--- config.mk ---
export PLATFORM = sky130hd
export DESIGN_NAME = img2col_addr_gen
export DESIGN_NICKNAME = d
export VERILOG_FILES = /design/src/rtl/img2col_addr_gen.sv
export SDC_FILE = /design/constraint.sdc
export NUM_CORES = 1
export LEC_CHECK = 0
export BUFFER_PORTS_ARGS = -buffer_cell sky130_fd_sc_hd__buf_2
export CAP_MARGIN = 20
export CORE_MARGIN = 4
export CORE_UTILIZATION = 25
export CTS_CLUSTER_DIAMETER = 200
export DETAILED_ROUTE_END_ITERATION = 7
export HOLD_SLACK_MARGIN = 0.06
export SETUP_SLACK_MARGIN = 0.02
export SYNTH_ARGS = -nofsm -noshare
export SYNTH_HDL_FRONTEND = slang
export SYNTH_SLANG_ARGS = --single-unit
export TNS_END_PERCENT = 5
--- constraint.sdc ---
create_clock -name clk -period 10.6 [get_ports clk]
set_input_delay 2.12 -clock clk [delete_from_list [all_inputs] [get_ports clk]]
set_output_delay 2.12 -clock clk [all_outputs]
set_load 0.05 [all_outputs]
--- src/rtl/img2col_addr_gen.sv ---
`default_nettype none
`ifndef S2P_SIZE
`define S2P_SIZE 3
`endif
// +--------------------------------------------------------------------------+
// | Module   : img2col_addr_gen                                              |
// | Brief    : Walks every KxK window of a padded feature map, driving       |
// |            tensor/weight read addresses and padding controls per clk.    |
// |            IMG2COL_STRIDE_PORT_EN adds a runtime i_stride port.           |
// | Revision : 1.0                                                           |
// +--------------------------------------------------------------------------+
module img2col_addr_gen #(
    parameter int IMG_W    = 8,
    parameter int IMG_H    = 8,
    parameter int K        = `S2P_SIZE,
    parameter int STRIDE   = 1,
    parameter int PAD      = 1,
    parameter int T_ADDR_W = $clog2(IMG_W*IMG_H),
    parameter int W_ADDR_W = $clog2(K*K)
) (
    input  logic                clk,
    input  logic                rstn,
    input  logic                i_go,
    input  logic                i_abort,
`ifdef IMG2COL_STRIDE_PORT_EN
    input  logic [1:0]          i_stride,
`endif
    output logic [T_ADDR_W-1:0] o_t_addr,
    output logic [W_ADDR_W-1:0] o_w_addr,
    output logic                o_start,
    output logic                o_t_padding_zero,
    output logic                o_w_padding_zero,
    output logic                o_busy,
    output logic                o_done
);
    localparam int CW     = T_ADDR_W + 2;
    localparam int SPAN_W = IMG_W + 2*PAD - K;
    localparam int SPAN_H = IMG_H + 2*PAD - K;

    localparam logic [1:0] S_IDLE = 2'd0;
    localparam logic [1:0] S_RUN  = 2'd1;
    localparam logic [1:0] S_DONE = 2'd2;

    localparam logic [CW-1:0] c_one  = CW'(1);
    localparam logic [CW-1:0] c_kmax = CW'(K-1);

    logic [1:0]    r_state;
    logic [CW-1:0] r_kx, r_ky, r_ox, r_oy, r_bx, r_by;
    logic [CW-1:0] w_kx, w_ky, w_ox, w_oy, w_bx, w_by;
    logic [CW-1:0] w_stride, w_out_w, w_out_h;
    logic [CW-1:0] w_ix, w_iy;
    logic          w_last, w_step, w_pad;

`ifdef IMG2COL_STRIDE_PORT_EN
    logic [CW-1:0] r_stride, r_out_w, r_out_h;
    logic [CW-1:0] w_go_stride, w_go_out_w, w_go_out_h;

    // Only strides 1..3 exist, so the output extents reduce to constant divisions.
    always_comb begin
        case (i_stride)
            2'd2: begin
                w_go_stride = CW'(2);
                w_go_out_w  = CW'(SPAN_W/2 + 1);
                w_go_out_h  = CW'(SPAN_H/2 + 1);
            end
            2'd3: begin
                w_go_stride = CW'(3);
                w_go_out_w  = CW'(SPAN_W/3 + 1);
                w_go_out_h  = CW'(SPAN_H/3 + 1);
            end
            default: begin
                w_go_stride = CW'(1);
                w_go_out_w  = CW'(SPAN_W + 1);
                w_go_out_h  = CW'(SPAN_H + 1);
            end
        endcase
    end

    always_ff @(posedge clk or negedge rstn) begin
        if (!rstn) begin
            r_stride <= CW'(1);
            r_out_w  <= CW'(SPAN_W + 1);
            r_out_h  <= CW'(SPAN_H + 1);
        end else if (r_state == S_IDLE && i_go && !i_abort) begin
            r_stride <= w_go_stride;
            r_out_w  <= w_go_out_w;
            r_out_h  <= w_go_out_h;
        end
    end

    assign w_stride = r_stride;
    assign w_out_w  = r_out_w;
    assign w_out_h  = r_out_h;
`else
    assign w_stride = CW'(STRIDE);
    assign w_out_w  = CW'(SPAN_W/STRIDE + 1);
    assign w_out_h  = CW'(SPAN_H/STRIDE + 1);
`endif

    // Next element; r_bx/r_by accumulate ox*stride and oy*stride without a multiplier.
    always_comb begin
        w_kx = '0;
        w_ky = '0;
        w_ox = '0;
        w_oy = '0;
        w_bx = '0;
        w_by = '0;
        if (r_state == S_RUN) begin
            w_kx = r_kx + c_one;
            w_ky = r_ky;
            w_ox = r_ox;
            w_oy = r_oy;
            w_bx = r_bx;
            w_by = r_by;
            if (r_kx == c_kmax) begin
                w_kx = '0;
                w_ky = r_ky + c_one;
                if (r_ky == c_kmax) begin
                    w_ky = '0;
                    w_ox = r_ox + c_one;
                    w_bx = r_bx + w_stride;
                    if (r_ox == w_out_w - c_one) begin
                        w_ox = '0;
                        w_bx = '0;
                        w_oy = r_oy + c_one;
                        w_by = r_by + w_stride;
                        if (r_oy == w_out_h - c_one) begin
                            w_oy = '0;
                            w_by = '0;
                        end
                    end
                end
            end
        end
    end

    assign w_last = (r_kx == c_kmax) && (r_ky == c_kmax) &&
                    (r_ox == w_out_w - c_one) && (r_oy == w_out_h - c_one);
    assign w_step = ((r_state == S_IDLE) && i_go) || ((r_state == S_RUN) && !w_last);

    assign w_ix = w_bx + w_kx - CW'(PAD);
    assign w_iy = w_by + w_ky - CW'(PAD);
    // Negative coordinates wrap to large unsigned values, so one compare per axis covers both borders.
    assign w_pad = (w_ix >= CW'(IMG_W)) || (w_iy >= CW'(IMG_H));

    always_ff @(posedge clk or negedge rstn) begin
        if (!rstn) begin
            r_state          <= S_IDLE;
            r_kx             <= '0;
            r_ky             <= '0;
            r_ox             <= '0;
            r_oy             <= '0;
            r_bx             <= '0;
            r_by             <= '0;
            o_t_addr         <= '0;
            o_w_addr         <= '0;
            o_start          <= 1'b0;
            o_t_padding_zero <= 1'b1;
            o_w_padding_zero <= 1'b1;
            o_busy           <= 1'b0;
            o_done           <= 1'b0;
        end else begin
            if (!i_abort && w_step) begin
                r_kx             <= w_kx;
                r_ky             <= w_ky;
                r_ox             <= w_ox;
                r_oy             <= w_oy;
                r_bx             <= w_bx;
                r_by             <= w_by;
                o_t_addr         <= w_pad ? '0 : T_ADDR_W'(w_iy * CW'(IMG_W) + w_ix);
                o_w_addr         <= W_ADDR_W'(w_ky * CW'(K) + w_kx);
                o_start          <= 1'b1;
                o_t_padding_zero <= w_pad;
                o_w_padding_zero <= 1'b0;
                o_busy           <= 1'b1;
            end else begin
                r_kx             <= '0;
                r_ky             <= '0;
                r_ox             <= '0;
                r_oy             <= '0;
                r_bx             <= '0;
                r_by             <= '0;
                o_t_addr         <= '0;
                o_w_addr         <= '0;
                o_start          <= 1'b0;
                o_t_padding_zero <= 1'b1;
                o_w_padding_zero <= 1'b1;
                o_busy           <= 1'b0;
            end
            o_done <= !i_abort && (r_state == S_RUN) && w_last;
            if (i_abort) begin
                r_state <= S_IDLE;
            end else begin
                case (r_state)
                    S_IDLE:  if (i_go) r_state <= S_RUN;
                    S_RUN:   if (w_last) r_state <= S_DONE;
                    default: r_state <= S_IDLE;
                endcase
            end
        end
    end
endmodule
`default_nettype wire

* Word-level counts from Yosys, hierarchy flattened
Cells that the tools add are included.
Operators by class: eq/ne operators 10, $mul 1, reduce and logical (&&, ||, !) cells 16, $add $sub $neg 12, muxes and demuxes 39, order comparisons 2
Operator list (number):
- $mux 8 | 29
- $add 8x1->8 const B | 6
- $add 8x8->8 | 2
- $eq 8x2->1 const B | 2
- $eq 8x3->1 const B | 2
- $ge 8x4->1 const B | 2
- $sub 8x1->8 const B | 2
- $ne 3x3->1 const B | 5
- $mux 6 | 2
- $logic_and 1x1->1 | 8
- $mul 8x2->4 const B | 1
- $add 6x6->6 | 1
- $mux 2 | 3
- $add 4x4->4 | 1
- $mux 4 | 1
- $pmux 2 s2 | 1
- $reduce_and 2->1 | 2
- $mux 1 | 3
- $reduce_and 3->1 | 1
- $eq 2x1->1 const B | 1
- $logic_not 1->1 | 2
- $logic_not 2->1 | 1
- $logic_or 1x1->1 | 2
Word-level totals: output and inout port bits 15, register bits 64, input bits 4, logic and storage cells 93

* Logic depth before layout (Yosys ltp)
Gate-level depths: netlist of run 1.
depth in word-level cells 12, depth in mapped cells 20, mapped depth without buffers 19

* Worst setup path before layout of run 1
OpenSTA, ideal clock, no wires.
path type register to register, start register r_ox[0], end register o_t_padding_zero, library setup time 0.094 ns, arrival 4.301 ns, slack 6.205 ns, path buffers 1, stages on the path, launching flop included 17, path through dfrtp_1 ha_1 nor4bb_1 nand4_1 nor2_1 mux2i_1 nand2b_1 ha_1 inv_1 ha_1 fa_1 xnor2_1 o21ai_0 or4_1 or4_1 clkbuf_1 or4_1
Between the ends: cells in the longest elaborated chain, start to end 10, elaborated cells between the ends (all ways) 23, those cells by class add/sub: 4; order compare: 2; eq/ne: 1; mux: 9; reduce/logical: 7
Ends and longest elaborated chain:
- start: declaration | line 48 | logic [CW-1:0] r_kx, r_ky, r_ox, r_oy, r_bx, r_by;
- start signal: assignment | line 166 | r_ox <= w_ox;
- $eq 8x3->1 (*) | line 122, 138
- $mux 8 | line 122 | if (r_ox == w_out_w - c_one) begin
- $mux 8 | line 118 | if (r_ky == c_kmax) begin
- $mux 8 | line 115 | if (r_kx == c_kmax) begin
- $mux 8 | line 108 | if (r_state == S_RUN) begin
- $add 8x8->8 (on tied branches) | line 141, 142
- $sub 8x1->8 (on tied branches) | line 141, 142
- $ge 8x4->1 | line 144 | assign w_pad = (w_ix >= CW'(IMG_W)) || (w_iy >= CW'(IMG_H));
- $logic_or 1x1->1 | line 144
- $mux 1 (*) | line 163 | if (!i_abort && w_step) begin
- end signal: assignment | line 173 | o_t_padding_zero <= w_pad;
- end: declaration | line 31 | output logic o_t_padding_zero,
Every way passes the cells marked *; elsewhere a longest branch is shown, timed or not. A chain may end at the register's enable or synchronous reset.

* Final worst setup path of run 1
Same ends and word-level chain as after synthesis.

==> flow_summary.toml, run 1 <==
[route]
post_drt_wl_per_cell_um = 14.1
viasPerCell = 4.59
drc = 0
vias = 3389
dr.pass1.iters = 4
ant_nets = 0
drt_iter0_markers = 246
routed_wirelength_um = 10400

[hold_path]
holdCritPathClass = "register to register"

[floorplanning]
start_util_pct = 25.4
die_y_um = 140
die-area_um2 = 19600
io_pins = 19
fp.dieW_um = 140
rows = 48
core-area_um2 = 17200

[timing]
maxSlewViolCount = 0
period_needed_ps = 5150
setup_viol = 0
min_period_over_period_pct = 48.6
skew_ps = 3.28
rsz0062_at_grt = "no"
max_freq_ghz = 0.194
worst_pin_slew_ps = 871
report.final.hold_viol_count = 0
layout_setup_ws_ps = 5450
maxSlewHeadroom_pct = 41.9
tns_ps = 0

[power]
seqPwrFrac_pct = 42.8
powerDensity_nw_per_um2 = 116
total_power_uw = 577
p_clk_share_pct = 50.6
leakage_nw = 2.23
power.switching_uw = 140
intPower_uw = 436
switching_share_pct = 24.3
peakVddDrop_uv = 75.0
power_frac_comb_pct = 6.6

[clock_tree]
htree_levels = 3
cts_max_path_buffers = 2
post_cts_resized = 0
clkTransAtPathRegs_ps = 60
cts.sinks = 64
clockRootBuffer = "clkbuf_16"
cts_made_buffers = 9
ctsHoldBuffers = 0
cts_tree = "yes"
clk_latency_ps = 330
post-cts-setup-buffers = 0

[critical_path]
ff2ff_path_depth = 15
critPathCapture = "o_t_padding_zero"
worstReg2RegEnd = "o_t_padding_zero"
path_class = "register to register"
endpoint_kind = "register"
rr_startpoint = "r_ox[0]"
cp_slowest_stage_delay_ps = 600
worstPathCellList = "ha_1, nor4bb_1, nand4_1, nor2_1, mux2i_1, nand2b_1, ha_1, inv_1, ha_1, fa_1, xnor2_1, o21ai_0, or4_1, or4_1, or4_1"
cp_slowest_cell = "nor2_1"
startpoint = "r_ox[0]"
cp.arrival_ps = 5400
start_kind = "register"
reg2reg_slack_ps = 5450
crit_fanout = 9
required_ps = 10840

[cells_and_area]
fill_cells = 1861
diodes = 0
nNetsFinal = 556
final_core_util_pct = 29.1
multi_input_area_um2 = 2570
register_area_um2 = 1600
fin_cells = 739
area_growth_pct = 14.5
drive_gt1_share_pct = 11.1

[synthesis]
syn_avg_cell_area_um2 = 8.91
synth-main-ff-cell = "dfrtp_1"
synth_largest_area_cell = "dfrtp_1"
synth_top_area_share_pct = 35.6
synth_area_um2 = 4360
synth-async-reset-ratio_pct = 100
postSynthCellCount = 489
ys_seq_area_share_pct = 36.8
ys_top_cells_by_area = "dfrtp_1 (36%), ha_1 (11%), nand2_1 (4.8%)"
synth_seq_cells = 64
yosysWarnings = 0
synth_nets = 536
synth_common_cells = "dfrtp_1 (62), nand2_1 (56), nor2_1 (52)"
yosys.cell_types.count = 53
synth.most_common_cell = "dfrtp_1"
synth_edf_count = 0

[global_routing]
grt_overflow = 0
antenna_found_initial = 0
grt_pass1_wl_um = 17500
grt_max_degree = 65
track_usage_pct = 11.0
grt_pass1_vias = 3355

[place]
place_ws_ps = 5540
hpwl_um = 7610
place_congestion = 0.807
port_buffers = 18
dp.cells = 723

[flow_run]
max_cap_viol_count = 0

[status]
status = "finished, final reports clean"
==> state kept, by name, indices dropped and copies added (netlist names), 2 cells and up <==
signal	flops
o_t_addr	6
o_w_addr	4
r_bx	8
r_by	8
r_kx	8
r_ky	8
r_ox	8
r_oy	8
r_state	2
==> worst min path at each step <==
stage            start      end  slack (ps)  cells past startpoint
4_1_cts        r_ox[7]  r_ox[7]         480                      1
3_3_place_gp   r_ox[7]  r_ox[7]         480                      1
3_5_place_dp   r_ox[7]  r_ox[7]         480                      1
5_1_grt        r_ox[7]  r_ox[7]         510                      1
2_1_floorplan  r_ox[7]  r_ox[7]         450                      1
6_report       r_ox[7]  r_ox[7]         490                      1
==> final cells by class <==
type                            count  share of cell area (%)
Timing Repair Buffer               20                    2.11
Clock inverter                      6                    1.20
Clock buffer                       10                    4.59
Tap cell                          225                    5.64
Inverter                           39                    2.93
Multi-Input combinational cell    375                    51.4
Sequential cell                    64                    32.1
==> per-stage QoR <==
stage | hold WS (ps) | instance area, µm²
2_1_floorplan | 448 | 4360
3_3_place_gp | 481 | 4700
3_5_place_dp | 476 | 4700
4_1_cts | 484 | 4990
5_1_grt | 509 | 4990
6_report | 486 | 4990
==> power groups by stage <==
stage / logic (mW) / registers, mW / clock network (mW)
3_3_place_gp: 0.0385 / 0.251 / 0
4_1_cts: 0.0384 / 0.247 / 0.301
6_report: 0.0378 / 0.247 / 0.292
5_1_grt: 0.0422 / 0.247 / 0.311
3_5_place_dp: 0.0383 / 0.251 / 0
2_1_floorplan: 0.0210 / 0.254 / 0
==> worst max-delay path, delay by kind of cell, from the launching register on <==
family                   cells  cell delay [ps]
XOR/XNOR                     1              150
flip-flops                   1              380
AND/OR/NAND/NOR              7             3090
buffers and inverters        1               40
multiplexers                 1              190
adder cells (fa/ha/maj)      4             1100
AO/OA/AOI/OAI                1               90
==> metal layers <==
metal  track usage (%)  share of wire (%)  up-vias
met1              15.7                 51     1590
met5                 0                  0        -
met2              16.5                 44       68
li1                  -                  -     1720
met4              3.77                1.5        0
met3              2.63                4.2       11
==> cell families after synthesis <==
logic type / count (synthesis) / synth area share [%]
buf+inv: 50 / 4.42
flops: 64 / 36.8
mux: 3 / 0.689
simple gates: 223 / 27.8
compound gates: 72 / 9.47
fa+ha+maj: 43 / 13.4
xor+xnor: 34 / 7.49
==> cells in the final DEF (no fill, tap or decap), types with 3 or more instances in the layout <==
cell	n
dfrtp_1	62
nand2_1	56
nor2_1	52
inv_1	38
ha_1	37
o21ai_0	32
nand3_1	24
xnor2_1	20
a21oi_1	18
buf_2	18
xor2_1	12
and3_1	12
and2_1	11
clkbuf_16	9
nor3_1	8
nand2b_1	8
nand4_1	7
fa_1	6
or2_2	5
o31ai_1	5
nor2b_1	5
nor4b_1	4
nor3b_1	4
nor4_1	4
o211ai_1	4
or4_1	4
nor4_4	3
mux2i_1	3
clkinv_2	3
No activity file was read; power rests on OpenSTA's default activity.
==> run 2, diff against run 1 <==
--- a/config.mk
+++ b/config.mk
@@ -5,6 +5,7 @@
 export SDC_FILE = /design/constraint.sdc
 export NUM_CORES = 1
 export LEC_CHECK = 0
+export ABC_AREA = 1
 export BUFFER_PORTS_ARGS = -buffer_cell sky130_fd_sc_hd__buf_2
 export CAP_MARGIN = 20
 export CORE_MARGIN = 4
==> constraint.sdc (replaced) <==
create_clock -name clk -period 4.5 [get_ports clk]
set_input_delay 0.9 -clock clk [delete_from_list [all_inputs] [get_ports clk]]
set_output_delay 0.9 -clock clk [all_outputs]
set_load 0.05 [all_outputs]
==> flow_summary.toml, run 2 <==
[status]
status = "finished, final reports clean"

[critical_path]
path_class = "register to register"
rr_startpoint = "r_kx[0]"
ff2ff_path_depth = 20
reg2reg_slack_ps = 550
required_ps = 4760
endpoint_kind = "register"
crit_fanout = 5
worstReg2RegEnd = "o_t_addr[5]"
startpoint = "r_kx[0]"
start_kind = "register"
cp.arrival_ps = 4210
critPathCapture = "o_t_addr[5]"

[clock_tree]
clockRootBuffer = "clkbuf_16"
post-cts-setup-buffers = 0
cts_max_path_buffers = 2
ctsHoldBuffers = 0
cts_tree = "yes"
htree_levels = 3
clk_latency_ps = 340
cts.sinks = 64
post_cts_resized = 0
clkTransAtPathRegs_ps = 50
cts_made_buffers = 9

[route]
drt-met1-wl_um = 4750
ant_nets = 0
vias = 3649
post_drt_wl_per_cell_um = 12.1
dr_wl_met3_um = 442
met2_length_um = 4730
drc = 0
dr.pass1.iters = 5
viasPerCell = 4.36
highest_layer = "met4"
drt_iter0_markers = 302
routed_wirelength_um = 10100

[place]
port_buffers = 18
hpwl_um = 7810
place_ws_ps = 550
place_congestion = 0.869

[synthesis]
ys_seq_area_share_pct = 35.7
synth-async-reset-ratio_pct = 100
postSynthCellCount = 580
synth_area_um2 = 4500
synth_top_area_share_pct = 34.5
yosys.cell_types.count = 45
synth_edf_count = 0
yosysWarnings = 0
synth_largest_area_cell = "dfrtp_1"
synth_nets = 627
synth_common_cells = "nand2_1 (106), inv_1 (95), nor2_1 (92)"
syn_avg_cell_area_um2 = 7.75
ys_top_cells_by_area = "dfrtp_1 (35%), ha_1 (10%), nand2_1 (8.8%)"
synth-main-ff-cell = "dfrtp_1"
synth_seq_cells = 64
synth.most_common_cell = "nand2_1"

[cells_and_area]
final_cell_mix = "nand2_1 (106), inv_1 (95), nor2_1 (92)"
layout_commonest_cell = "nand2_1"
area_growth_pct = 14.9
nNetsFinal = 654
final_core_util_pct = 29.6
diodes = 0
drive_gt1_share_pct = 10.6

[global_routing]
grt_pass1_vias = 3519
antenna_found_initial = 0
grt_overflow = 0
grt_pass1_wl_um = 17200
grt_max_degree = 41
track_usage_pct = 10.7

[floorplanning]
fp.dieW_um = 142
die_y_um = 142
rows = 48
io_pins = 19
start_util_pct = 25.7
die-area_um2 = 20200
core-area_um2 = 17500

[timing]
maxSlewViolCount = 0
maxSlewHeadroom_pct = 37.5
period_needed_ps = 3950
skew_ps = 6.77
rsz0062_at_grt = "no"
layout_setup_ws_ps = 552
max_freq_ghz = 0.253
min_period_over_period_pct = 87.7
worst_pin_slew_ps = 937
setup_viol = 0
report.final.hold_viol_count = 0
tns_ps = 0

[hold_path]
holdCritPathClass = "register to register"

[flow_run]
max_cap_viol_count = 0

[power]
powerDensity_nw_per_um2 = 287
leakage_nw = 2.53
peakVddDrop_uv = 131
[run 2: cell count changes in the layout (fill, tap and decap cells not counted), moves of 8 or more]
cell	delta
nand2b_1	-8
nor2_1	+40
xnor2_1	-12
nand2_1	+50
inv_1	+57
and3_1	-12
nand3_1	+21
and2_1	-11
o21ai_0	-15
[run 2: area by class of cell]
| class | instances | area, µm² |
|---|---|---|
| fillers | 1817 | 12300 |
| multi-input cells | 409 | 2430 |
| flip-flops and latches | 64 | 1600 |
| inverters | 99 | 389 |
| well taps | 225 | 282 |
| clock buffers | 13 | 250 |
| repair buffers | 24 | 143 |
| clock inverters | 3 | 65.1 |
[run 2: layer usage]
| layer | vias up | GRT usage, % |
|---|---|---|
| met5 | - | 0 |
| met4 | 0 | 4.75 |
| met3 | 10 | 2.15 |
| met2 | 60 | 17.0 |
| met1 | 1683 | 14.0 |
| li1 | 1896 | - |
[run 2: logic make-up (layout without fill, tap and decap cells)]
family,Yosys count,count (layout),synth area share [%]
AO/OA/AOI/OAI,53,53,6.82
XOR/XNOR,24,24,4.67
adder cells (fa/ha/maj),43,43,13.0
buffers and inverters,107,139,10.2
flip-flops,64,64,35.7
multiplexers,1,1,0.223
AND/OR/NAND/NOR,288,288,29.4
[run 2: worst max-delay path, cell delays in order, from the launching register on]
cell and delay [ps]:
dfrtp_1 400, inv_1 100, ha_1 160, nand2_1 60, nor2_1 100, nand2_1 90, nor2_1 260, o21ai_0 170
or2_2 310, ha_1 280, inv_1 60, ha_1 180, inv_1 70, fa_1 400, xnor2_1 160, ha_1 200
fa_1 370, xnor2_1 180, xor2_1 180, inv_1 50, nor2_1 90
[run 2: power by group]
group / leakage [nW] / internal, mW / switching [mW]
clock network: 0.154 / 0.500 / 0.260
logic: 1.49 / 0.0384 / 0.102
registers: 0.884 / 0.581 / 0.00153
total: 2.53 / 1.12 / 0.364
[run 2: how the worst min path moves through the flow]
stage	startpoint	cells past startpoint	slack, ps	end
after global placement	r_ox[0]	1	510	r_ox[0]
after global routing	r_ox[1]	1	570	r_ox[1]
after floorplan	r_ox[0]	1	490	r_ox[0]
after detailed placement	r_ox[1]	1	520	r_ox[1]
final	r_ox[1]	1	530	r_ox[1]
after CTS	r_ox[1]	1	540	r_ox[1]
[run 2: stage by stage]
step / hold WS, ps / instances / cell area (µm²) / total power [mW]
detailed placement: 524 / 820 / 4840 / 0.733
global route: 573 / 837 / 5170 / 1.55
global placement: 512 / 820 / 4840 / 0.735
CTS: 536 / 836 / 5150 / 1.49
floorplan: 486 / 580 / 4500 / 0.693
finish: 533 / 837 / 5170 / 1.48
